<file path="src/rtl/addsub_pkg.sv">
// Shared definitions for the pipelined adder/subtractor: opcode encoding and a
// parameter sanity check used at elaboration time.
package addsub_pkg;

    localparam logic OP_ADD = 1'b0;
    localparam logic OP_SUB = 1'b1;

    function automatic bit width_ok(input int width, input int chunk);
        return (chunk > 0) && (width >= chunk) && ((width % chunk) == 0);
    endfunction

endpackage

</file>
<file path="src/rtl/ripple_chunk.sv">
// Combinational CHUNK-bit ripple-carry adder; also exposes the carry into the
// top bit so the caller can derive signed overflow.
module ripple_chunk #(
    parameter int CHUNK = 4
) (
    input  logic [CHUNK-1:0] a,
    input  logic [CHUNK-1:0] b,
    input  logic             cin,
    output logic [CHUNK-1:0] s,
    output logic             cout,
    output logic             c_msb
);

    logic carry;

    // Carry is walked bit by bit in one process so the chain stays a single
    // acyclic combinational path.
    always_comb begin
        s     = '0;
        c_msb = 1'b0;
        carry = cin;
        for (int i = 0; i < CHUNK; i++) begin
            if (i == CHUNK - 1) begin
                c_msb = carry;
            end
            s[i]  = a[i] ^ b[i] ^ carry;
            carry = (a[i] & b[i]) | (carry & (a[i] ^ b[i]));
        end
        cout = carry;
    end

endmodule

</file>
<file path="src/rtl/pipelined_addsub.sv">
// WIDTH-bit adder/subtractor split into CHUNK-bit ripple stages with a
// valid/ready handshake on both ends; one stage per clock, compacting on stall.
module pipelined_addsub
    import addsub_pkg::*;
#(
    parameter int WIDTH = 16,
    parameter int CHUNK = 4
) (
    input  logic             Clock,
    input  logic             Resetn,
    input  logic             in_valid,
    output logic             in_ready,
    input  logic [WIDTH-1:0] a,
    input  logic [WIDTH-1:0] b,
    input  logic             c_in,
    input  logic             sub,
    output logic             out_valid,
    input  logic             out_ready,
    output logic [WIDTH-1:0] s,
    output logic             c_out,
    output logic             ovf
);

    localparam int STAGES = WIDTH / CHUNK;

    if (!width_ok(WIDTH, CHUNK)) begin : g_bad_width
        $error("pipelined_addsub: WIDTH must be a positive multiple of CHUNK");
    end

    // Per-stage state
    logic [STAGES-1:0] valid_q, valid_d;
    logic [STAGES-1:0] carry_q, carry_d;
    logic [WIDTH-1:0]  res_q [STAGES];
    logic [WIDTH-1:0]  res_d [STAGES];
    logic [WIDTH-1:0]  opa_q [STAGES];
    logic [WIDTH-1:0]  opa_d [STAGES];
    logic [WIDTH-1:0]  opb_q [STAGES];
    logic [WIDTH-1:0]  opb_d [STAGES];
    logic              cmsb_q, cmsb_d;

    // What each stage would load this cycle
    logic [STAGES-1:0] src_valid;
    logic [STAGES-1:0] src_cin;
    logic [WIDTH-1:0]  src_a   [STAGES];
    logic [WIDTH-1:0]  src_b   [STAGES];
    logic [WIDTH-1:0]  src_res [STAGES];

    logic [CHUNK-1:0]  sum_chunk [STAGES];
    logic [STAGES-1:0] cout_chunk;
    logic [STAGES-1:0] cmsb_chunk;
    logic [STAGES-1:0] adv;
    logic [STAGES-1:0] load;

    for (genvar gi = 0; gi < STAGES; gi++) begin : g_stage
        logic [WIDTH-1:0] merged;

        if (gi == 0) begin : g_head
            assign src_valid[gi] = in_valid;
            assign src_a[gi]     = a;
            assign src_b[gi]     = (sub == OP_ADD) ? b : ~b;
            assign src_cin[gi]   = (sub == OP_SUB) ? 1'b1 : c_in;
            assign src_res[gi]   = '0;
        end else begin : g_body
            assign src_valid[gi] = valid_q[gi-1];
            assign src_a[gi]     = opa_q[gi-1];
            assign src_b[gi]     = opb_q[gi-1];
            assign src_cin[gi]   = carry_q[gi-1];
            assign src_res[gi]   = res_q[gi-1];
        end

        // A stage may advance if it, or any stage downstream of it, is empty,
        // or the consumer takes the result; written flat to avoid a
        // combinational chain through adv itself.
        assign adv[gi]  = out_ready | ~(&valid_q[STAGES-1:gi]);
        assign load[gi] = adv[gi] & src_valid[gi];

        ripple_chunk #(
            .CHUNK (CHUNK)
        ) u_chunk (
            .a     (src_a[gi][gi*CHUNK +: CHUNK]),
            .b     (src_b[gi][gi*CHUNK +: CHUNK]),
            .cin   (src_cin[gi]),
            .s     (sum_chunk[gi]),
            .cout  (cout_chunk[gi]),
            .c_msb (cmsb_chunk[gi])
        );

        always_comb begin
            merged                      = src_res[gi];
            merged[gi*CHUNK +: CHUNK]   = sum_chunk[gi];
        end

        assign valid_d[gi] = adv[gi] ? src_valid[gi] : valid_q[gi];
        assign carry_d[gi] = load[gi] ? cout_chunk[gi] : carry_q[gi];
        assign res_d[gi]   = load[gi] ? merged : res_q[gi];
        assign opa_d[gi]   = load[gi] ? src_a[gi] : opa_q[gi];
        assign opb_d[gi]   = load[gi] ? src_b[gi] : opb_q[gi];
    end

    assign cmsb_d = load[STAGES-1] ? cmsb_chunk[STAGES-1] : cmsb_q;

    always_ff @(posedge Clock or negedge Resetn) begin
        if (!Resetn) begin
            valid_q <= '0;
            carry_q <= '0;
            cmsb_q  <= 1'b0;
            for (int k = 0; k < STAGES; k++) begin
                res_q[k] <= '0;
                opa_q[k] <= '0;
                opb_q[k] <= '0;
            end
        end else begin
            valid_q <= valid_d;
            carry_q <= carry_d;
            cmsb_q  <= cmsb_d;
            res_q   <= res_d;
            opa_q   <= opa_d;
            opb_q   <= opb_d;
        end
    end

    assign in_ready  = adv[0];
    assign out_valid = valid_q[STAGES-1];
    assign s         = res_q[STAGES-1];
    assign c_out     = carry_q[STAGES-1];
    assign ovf       = carry_q[STAGES-1] ^ cmsb_q;

endmodule

</file>
<file path="config.mk">
export PLATFORM = sky130hd
export DESIGN_NAME = pipelined_addsub
export DESIGN_NICKNAME = d
export VERILOG_FILES = /design/src/rtl/addsub_pkg.sv /design/src/rtl/ripple_chunk.sv /design/src/rtl/pipelined_addsub.sv
export SDC_FILE = /design/constraint.sdc
export NUM_CORES = 1
export LEC_CHECK = 0
export BUFFER_PORTS_ARGS = -buffer_cell sky130_fd_sc_hd__buf_2
export CAP_MARGIN = 5
export CORE_UTILIZATION = 47
export DETAILED_ROUTE_END_ITERATION = 10
export PLACE_DENSITY = 0.67
export SKIP_CTS_REPAIR_TIMING = 1
export SYNTH_ARGS = -nofsm -noshare
export SYNTH_HDL_FRONTEND = slang
export SYNTH_SLANG_ARGS = --single-unit
</file>
<file path="constraint.sdc">
create_clock -name Clock -period 4.69 [get_ports Clock]
set_input_delay 0.2345 -clock Clock [delete_from_list [all_inputs] [get_ports Clock]]
set_output_delay 0.2345 -clock Clock [all_outputs]
set_load 0.05 [all_outputs]
</file>
==> metrics.txt, run 1 <==
CTS Buffer Depth 2; vias in the first global route roughly 2.3k; WHS approximately 0.11 ns; routed via count approximately 2.2k; die area roughly 9400 um^2; initial antenna violation count 0; Final Max Slew Viols 0; Core Region 8720 um^2; Placement Rows 34; Root Buffer clkbuf_8; Crit-path slowest cell fa_1; gr ovfl total 0; CTS tree built; Tot GR Track Use between 10% and 20%; dpl cells between 400 and 500; HP Class input port to flop; wire per inst ~14 um; layout cells sized above 1 between 40% and 50%; DRC viols 0; Die H 96.8 um; H-tree lvl count 3; Avg Cell Area, Syn ~15 um^2; Yosys top cell by area dfrtp_1; Initial DRT Pass Iterations 4; WL final 6500 um; non-filler cells, final roughly 460; clk sink count just under 100; die width between 90 and 100 um; worst endpoint required time about 5 ns; PwrDens 596 nW/um^2; first-pass GRT wire length between 10000 and 15000 um; Max Cap Viol 0; largest cells by area after synthesis dfrtp_1 (57%), mux2_2 (20%), fa_1 (7.6%); dpl hpwl 4430 um; Synth Warn # 0; critical path type flop to flop; skew final around 0.0089 ns; Starting Density between 40% and 50%; Leak Pwr around 2.3 nW; n_diodes 0; num ports 58; RSZ-0062 raised after global routing no; Starting DRT DRC Count about 110; reg2reg setup slack roughly 2.3 ns; Least-Margin Pin Slew approximately 1.2 ns; Crit path top cell by count fa_1; post-layout net count roughly 400; mapped cell area 4220 um^2; antenna viol nets, final 0; Hold Fails Final Rpt 0; crit start category flop; number of buffers created by CTS 9; clock latency at the later pin of the worst-skew pair roughly 0.35 ns; Cell variety after synth 18; synthesized net count 337; clock-pin slew on the worst setup and hold paths around 0.090 ns; fin crit period about 2.4 ns; TNS Setup 0 ns; area share of the largest cell type after synthesis 57.5%; I/O Buffers 57; Worst Path Arrival roughly 2.6 ns; Final setup violation count 0; # fillers ~740; f_max 0.419 GHz; mean number of vias per cell ~4.8; sequential fraction of the synthesis area between 50% and 60%; pre-CTS WS between 1.5 and 2 ns; crit-path max FO 2; period utilization 50.9%; FF+latch count, synth 97; Max VDD drop 0.216 mV; status complete, no violations; CP max stage delay 0.44 ns; slew margin rel. 21.9%; RD Place Congestion a little over 0.7; Synth-to-Final Area Change 13.7%; critical path endpoint category flop; crit path cell chain fa_1 -> inv_1 -> fa_1 -> fa_1 -> inv_1 -> fa_1 -> mux2_2; final setup margin around 2.3 ns; Cells after Synth 283; largest net degree at the start of global routing between 70 and 80
stage by stage:
step | power, mW | instance area, um^2 | util, %
6_report | 2.86 | 4800 | 55.1
5_1_grt | 3.07 | 4800 | 55.1
4_1_cts | 2.91 | 4790 | 54.9
3_5_place_dp | 2.37 | 4600 | 52.7
3_3_place_gp | 2.34 | 4600 | 52.7
2_1_floorplan | 2.10 | 4220 | -
worst max-delay path: cells and delay by family (launching register included):
family / cells / cell delay [ns]
adders and majority gates: 4 / 1.44
buffers and inverters: 2 / 0.15
DFF: 1 / 0.40
muxes: 1 / 0.26
worst paths after layout:
path                             from  cells past startpoint                   end
min in group asynchronous      Resetn                      2  g_stage[1].merged[3]
max in group asynchronous      Resetn                      3             opb_q[62]
setup reg to reg           carry_q[2]                      7                 s[15]
hold / removal               in_valid                      2            valid_q[0]
setup / recovery           carry_q[2]                      7                 s[15]
hold reg to reg             opb_q[62]                      1             opb_q[62]
synthesized netlist by cell type, drive strengths merged:
| library cell | instances |
|---|---|
| mux2i | 9 |
| dfrtp | 97 |
| buf | 10 |
| nand4b | 1 |
| nand2 | 5 |
| and4b | 1 |
| xor2 | 13 |
| nand3b | 1 |
| fa | 16 |
| xnor2 | 4 |
| nand2b | 4 |
| inv | 33 |
| o21ai | 6 |
| nor2 | 1 |
| a21boi | 1 |
| mux2 | 81 |
per-layer routing:
metal  GRT usage [%]  vias to the layer above  part of all wire [%]
li1                -                     1054                     -
met1            23.5                     1079                    52
met2            21.6                       41                    44
met3            3.18                        5                   3.6
met4            5.51                        0                  0.88
met5               0                        -                     0
layout make-up:
type / count / area (um^2) / area share (%)
Sequential cell: 97 / 2430 / 50.6
Clock inverter: 6 / 68.8 / 1.43
Clock buffer: 9 / 124 / 2.58
Inverter: 33 / 124 / 2.58
Timing Repair Buffer: 59 / 305 / 6.36
Multi-Input combinational cell: 143 / 1620 / 33.7
Tap cell: 108 / 135 / 2.81
layout by cell type (no fill, tap or decap), drive strengths merged:
| cell type | synthesis | final |
|---|---|---|
| bufinv | 0 | 1 |
| mux2i | 9 | 9 |
| clkinv | 0 | 3 |
| mux2 | 81 | 81 |
| a21boi | 1 | 1 |
| clkinvlp | 0 | 1 |
| nand2b | 4 | 4 |
| inv | 33 | 34 |
| clkbuf | 0 | 9 |
| xor2 | 13 | 13 |
| xnor2 | 4 | 4 |
| o21ai | 6 | 6 |
| nand4b | 1 | 1 |
| and4b | 1 | 1 |
| dlygate4sd3 | 0 | 1 |
| nand3b | 1 | 1 |
| fa | 16 | 16 |
| nor2 | 1 | 1 |
| dfrtp | 97 | 97 |
| buf | 10 | 58 |
| nand2 | 5 | 5 |
state kept, by name, summed over array words and instances (netlist names):
register	cells
g_stage.merged	24
opa_q	24
opb_q	24
s	16
carry_q	4
valid_q	4
cmsb_q	1
cell families after synthesis:
kind of cell	synth area share, %
XOR/XNOR	3.53
buffers and inverters	4.41
AND/OR/NAND/NOR	1.75
multiplexers	24.3
flip-flops	57.5
AO/OA/AOI/OAI	0.978
adder cells (fa/ha/maj)	7.59
where the power goes:
group          leakage (nW)  switching [mW]  internal (mW)
clock network        0.0957           0.285          0.247
registers              1.13           0.163           1.14
logic                  1.04           0.598          0.429
total                  2.27            1.05           1.82
(Power assumes the default switching activity.)
==> inputs of run 2 (changes only) <==
==> constraint.sdc (replaced) <==
create_clock -name Clock -period 2.4 [get_ports Clock]
set_input_delay 0.12 -clock Clock [delete_from_list [all_inputs] [get_ports Clock]]
set_output_delay 0.12 -clock Clock [all_outputs]
set_load 0.05 [all_outputs]
==> run 2 against run 1 <==
Net effect:
- clock skew grew 0.0040 ns
- utilization grew 2.1 points
- hold slack lost 0.11 ns
- sequential cell count is the same
- largest cell class unchanged
- highest routed layer unchanged
- the flow now finishes with violations (hold timing)
==> metrics.txt, run 2 (synthesized netlist as in run 1, its figures left out) <==
clock-pin slew on the worst setup and hold paths 0.09 ns (about the same); slew margin rel. 46.6% (+25 points); Crit path top cell by count fa_1; FF-to-FF End g_stage[2].merged[7]; CP max stage delay 0.43 ns (about the same); Max Cap Viol 0 (unchanged); WHS -0.00276 ns (-0.109 ns); R2R cell count 8 (+1); Starting DRT DRC Count 72 (-33%); mean number of vias per cell 4.85 (+1.2%); f_max 0.438 GHz (+4.5%); Synth-to-Final Area Change 18.1%; antenna viol nets, final 0 (unchanged); Max VDD drop 0.587 mV (+170%); reg2reg setup slack 0.12 ns (-2.19 ns); dpl hpwl 4770 um (+7.7%); Placement Rows 34 (unchanged); fin crit period 2.28 ns (-0.104 ns); Hold Fails Final Rpt 1 (+1); Leak Pwr 2.36 nW (+3.9%); TNS Setup 0 ns (unchanged); crit start category flop; skew final 0.0129 ns (+0.00397 ns); failing checks hold timing; FF-to-FF Start carry_q[0]; HP Start a[8]; crit-path max FO 2 (unchanged); wire per inst 14.4 um (+1.0%); Die H 96.8 um (unchanged); HP Class input port to flop; status complete, but fails checks; CTS Buffer Depth 2 (unchanged); initial antenna violation count 0 (unchanged); layout cells sized above 1 45.2% (+0.54 points); non-filler cells, final 473 (+4.0%); critical path type flop to flop; most frequent cells in the layout dfrtp_1 (97), mux2_2 (75), buf_2 (56); Min-Delay Endpoint opa_q[56]; Root Buffer clkbuf_8; hold depth 2 (unchanged); critical path endpoint category flop; RD Place Congestion 0.690 (-2.9%); first-pass GRT wire length 11500 um (+0.91%); commonest non-fill, non-tap cell in the layout dfrtp_1; Final setup violation count 0 (unchanged); largest net degree at the start of global routing 51 (-31%); # fillers 702 (-4.9%); RSZ-0062 raised after global routing no; post-layout net count 414 (+4.3%); Least-Margin Pin Slew 0.799 ns (-0.369 ns); Starting Density 48.4% (unchanged); Core Region 8720 um^2 (unchanged); Final Max Slew Viols 0 (unchanged); Tot GR Track Use 15.7% (+0.34 points); n_diodes 0 (unchanged); vias in the first global route 2309 (-1.3%); I/O Buffers 57 (unchanged); area of the multi-input gates 1620 um^2 (+0.15%); total area of sequential cells 2430 um^2 (unchanged); Power, Total 5.69 mW (+99%); Worst Path Arrival 2.55 ns (-0.07 ns); clk sink count 97 (unchanged); crit path cell chain fa_1 -> inv_1 -> fa_1 -> inv_1 -> fa_1 -> inv_1 -> fa_1 -> o21ai_0; Initial DRT Pass Iterations 4 (unchanged); WL final 6830 um (+5.0%); number of buffers created by CTS 9 (unchanged); dpl cells 446 (+1.6%); period utilization 95.1% (+44 points); Crit-path slowest cell fa_1; PwrDens 1140 nW/um^2 (+91%); routed via count 2293 (+5.2%); clock latency at the later pin of the worst-skew pair 0.35 ns (about the same); num ports 58 (unchanged); die area 9370 um^2 (unchanged); CTS tree built; DRC viols 0 (unchanged); gr ovfl total 0 (unchanged); H-tree lvl count 3 (unchanged); die width 96.8 um (unchanged); worst endpoint required time 2.67 ns (-2.25 ns)
==> run 2: area by class of cell <==
cell class	instances	area share [%]
tap	108	2.71
clock buffer	10	2.56
timing repair buffer	76	9.63
clock inverter	6	1.48
sequential	97	48.7
inverter	33	2.48
multi-input combinational	143	32.5
==> run 2: routing by layer <==
| layer | part of all wire (%) | GRT usage [%] | routed length [um] |
|---|---|---|---|
| met1 | 48 | 22.5 | 3280 |
| met2 | 48 | 24.1 | 3250 |
| met3 | 2.9 | 2.67 | 197 |
| met4 | 1.4 | 5.74 | 95 |
| met5 | 0 | 0 | 0 |
==> run 2: where the power goes <==
part / leakage, nW / internal, mW / switching [mW]
logic: 1.13 / 0.877 / 1.18
registers: 1.13 / 2.23 / 0.329
clock network: 0.102 / 0.498 / 0.573
==> run 2: worst max path at each step <==
| stage | from | to | slack [ns] | cells past startpoint |
|---|---|---|---|---|
| after floorplan | sub | g_stage[1].merged[3] | 0.02 | 11 |
| after global placement | carry_q[2] | s[15] | 0.08 | 7 |
| after detailed placement | carry_q[2] | s[15] | 0.03 | 7 |
| after CTS | opb_q[28] | s[15] | 0.02 | 7 |
| after global routing | carry_q[0] | g_stage[2].merged[7] | 0.02 | 8 |
| final | carry_q[0] | g_stage[2].merged[7] | 0.12 | 8 |
==> run 2: stage by stage <==
step | hold WS (ns) | cell area [um^2] | util [%] | worst slack [ns]
global placement | 0.176 | 4680 | 53.6 | 0.0844
floorplan | -0.176 | 4230 | - | 0.0231
detailed placement | 0.177 | 4680 | 53.6 | 0.0336
finish | -0.00276 | 4990 | 57.2 | 0.118
CTS | -0.222 | 4880 | 55.9 | 0.0170
global route | 0.00277 | 4990 | 57.2 | 0.0183
==> run 2: worst max-delay path, delay by kind of cell, from the launching register on <==
family          cells  cell delay, ns
flops               1            0.41
fa+ha+maj           4            1.40
buf+inv             3            0.23
compound gates      1            0.16
==> inputs of run 3 (changes only) <==
--- a/config.mk
+++ b/config.mk
@@ -8,8 +8,10 @@
 export BUFFER_PORTS_ARGS = -buffer_cell sky130_fd_sc_hd__buf_2
 export CAP_MARGIN = 5
 export CORE_UTILIZATION = 47
+export CTS_BUF_LIST = sky130_fd_sc_hd__clkbuf_4
+export CTS_CLUSTER_SIZE = 20
 export DETAILED_ROUTE_END_ITERATION = 10
-export PLACE_DENSITY = 0.67
+export PLACE_DENSITY = 0.72
 export SKIP_CTS_REPAIR_TIMING = 1
 export SYNTH_ARGS = -nofsm -noshare
 export SYNTH_HDL_FRONTEND = slang
==> run 3 against run 2 <==
Net effect:
- the run now ends clean
- routed wire length decreased by 0.25%
- clock power decreased by 23%
- sequential share of layout area about the same
- global-route usage grew 0.65 points
- largest cell class unchanged
- first-iteration DRC count shrank 24%
- setup slack worse by 0.014 ns
- sequential power is essentially flat
- largest power group unchanged
- via count about the same
- die area did not move
- total power shrank 4.1%
- register-to-register slack is essentially flat
- final cell count up 1.5%
==> metrics.txt, run 3 (synthesized netlist as in run 1, its figures left out) <==
CTS tree built; Least-Margin Pin Slew 0.669 ns (-0.130 ns); f_max 0.436 GHz (-0.60%); n_diodes 0 (unchanged); antenna viol nets, final 0 (unchanged); WL final 6810 um (-0.25%); skew final 0.0198 ns (+0.00692 ns); Hold Fails Final Rpt 0 (-1); RD Place Congestion 0.702 (+1.7%); R2R cell count 7 (-1); H-tree lvl count 3 (unchanged); die area 9370 um^2 (unchanged); number of buffers created by CTS 9 (unchanged); CTS Buffer Depth 2 (unchanged); I/O Buffers 57 (unchanged); critical path endpoint category flop; largest net degree at the start of global routing 55 (+7.8%); slew margin rel. 55.4% (+8.8 points); commonest non-fill, non-tap cell in the layout dfrtp_1; worst endpoint required time 2.73 ns (+0.06 ns); Placement Rows 34 (unchanged); HP Start b[13]; DRC viols 0 (unchanged); TNS Setup 0 ns (unchanged); routed via count 2292 (-0.044%); Final setup violation count 0 (unchanged); Min-Delay Endpoint opb_q[61]; Final Max Slew Viols 0 (unchanged); die width 96.8 um (unchanged); crit-path max FO 2 (unchanged); initial antenna violation count 0 (unchanged); gr ovfl total 0 (unchanged); Leak Pwr 2.36 nW (about the same); layout cells sized above 1 44.9% (-0.31 points); Core Region 8720 um^2 (unchanged); critical path type flop to flop; first-pass GRT wire length 11900 um (+3.4%); wire per inst 14.2 um (-1.7%); reg2reg setup slack 0.10 ns (about the same); Power, Total 5.46 mW (-4.1%); HP Class input port to flop; status complete, no violations; FF-to-FF Start carry_q[2]; clk sink count 97 (unchanged); post-layout net count 421 (+1.7%); FF-to-FF End s[15]; Initial DRT Pass Iterations 4 (unchanged); RSZ-0062 raised after global routing no; Die H 96.8 um (unchanged); clock latency at the later pin of the worst-skew pair 0.43 ns (+0.08 ns); Tot GR Track Use 16.3% (+0.65 points); vias in the first global route 2462 (+6.6%); Starting DRT DRC Count 55 (-24%); PwrDens 1090 nW/um^2 (-4.2%); hold depth 3 (+1); Starting Density 48.4% (unchanged); fin crit period 2.30 ns (+0.0138 ns); dpl hpwl 4730 um (-0.87%); Worst Path Arrival 2.62 ns (+0.07 ns); Synth-to-Final Area Change 18.2% (about the same); clock-pin slew on the worst setup and hold paths 0.13 ns (+0.04 ns); crit start category flop; most frequent cells in the layout dfrtp_1 (97), mux2_2 (75), buf_2 (56); Max VDD drop 0.801 mV (+36%); period utilization 95.6% (+0.57 points); mean number of vias per cell 4.78 (-1.5%); Root Buffer clkbuf_4; Max Cap Viol 0 (unchanged); num ports 58 (unchanged)
==> run 3: changes by cell type in the layout (fill, tap and decap cells not counted), moves of 3 or more <==
cell	before	now
clkbuf_4	0	9
clkbuf_8	9	0
clkinv_2	0	4
dlygate4sd3_1	10	17
inv_6	3	0
==> run 3: worst max-delay path by stage <==
stage,from,endpoint,slack (ns)
after detailed placement,carry_q[2],s[15],0.03
after global routing,carry_q[2],s[15],0.007
after floorplan,sub,g_stage[1].merged[3],0.02
after CTS,carry_q[2],s[15],0.0001
final,carry_q[2],s[15],0.10
after global placement,carry_q[2],s[15],0.08
==> run 3: per-stage QoR <==
| stage | area (um^2) | cells | util [%] | hold WS [ns] | setup slack, ns |
|---|---|---|---|---|---|
| final | 4990 | 480 | 57.2 | 0.0783 | 0.104 |
| after global routing | 4990 | 480 | 57.2 | 0.0572 | 0.00688 |
| after CTS | 4810 | 463 | 55.2 | -0.286 | 0.000141 |
| after detailed placement | 4680 | 447 | 53.7 | 0.205 | 0.0326 |
| after global placement | 4680 | 447 | 53.7 | 0.211 | 0.0832 |
| after floorplan | 4230 | 283 | - | -0.176 | 0.0231 |
==> run 3: worst max-delay path, cell delays in order, from the launching register on <==
cell     delay (ns)
dfrtp_1        0.42
fa_2           0.21
inv_1          0.06
fa_2           0.39
fa_2           0.39
inv_2          0.07
fa_1           0.39
mux2_2         0.27
==> run 3: final cells by class <==
cell class / count / area, um^2
clock buffer: 9 / 67.6
inverter: 33 / 124
tap: 108 / 135
multi-input combinational: 143 / 1620
fill: 708 / 3730
sequential: 97 / 2430
timing repair buffer: 83 / 551
clock inverter: 7 / 61.3
==> run 3: routing by layer <==
metal,wire length [um],part of all wire [%],global-route usage (%),vias up
met3,180,2.6,3.11,9
li1,-,-,-,1097
met1,3260,48,21.6,1143
met5,0,0,0,-
met4,95,1.4,8.38,0
met2,3270,48,25.8,43
==> run 3: power by group <==
group | internal (mW) | total (mW) | switching (mW)
registers | 2.23 | 2.55 | 0.327
logic | 0.886 | 2.08 | 1.19
clock network | 0.308 | 0.822 | 0.514
total | 3.42 | 5.46 | 2.03
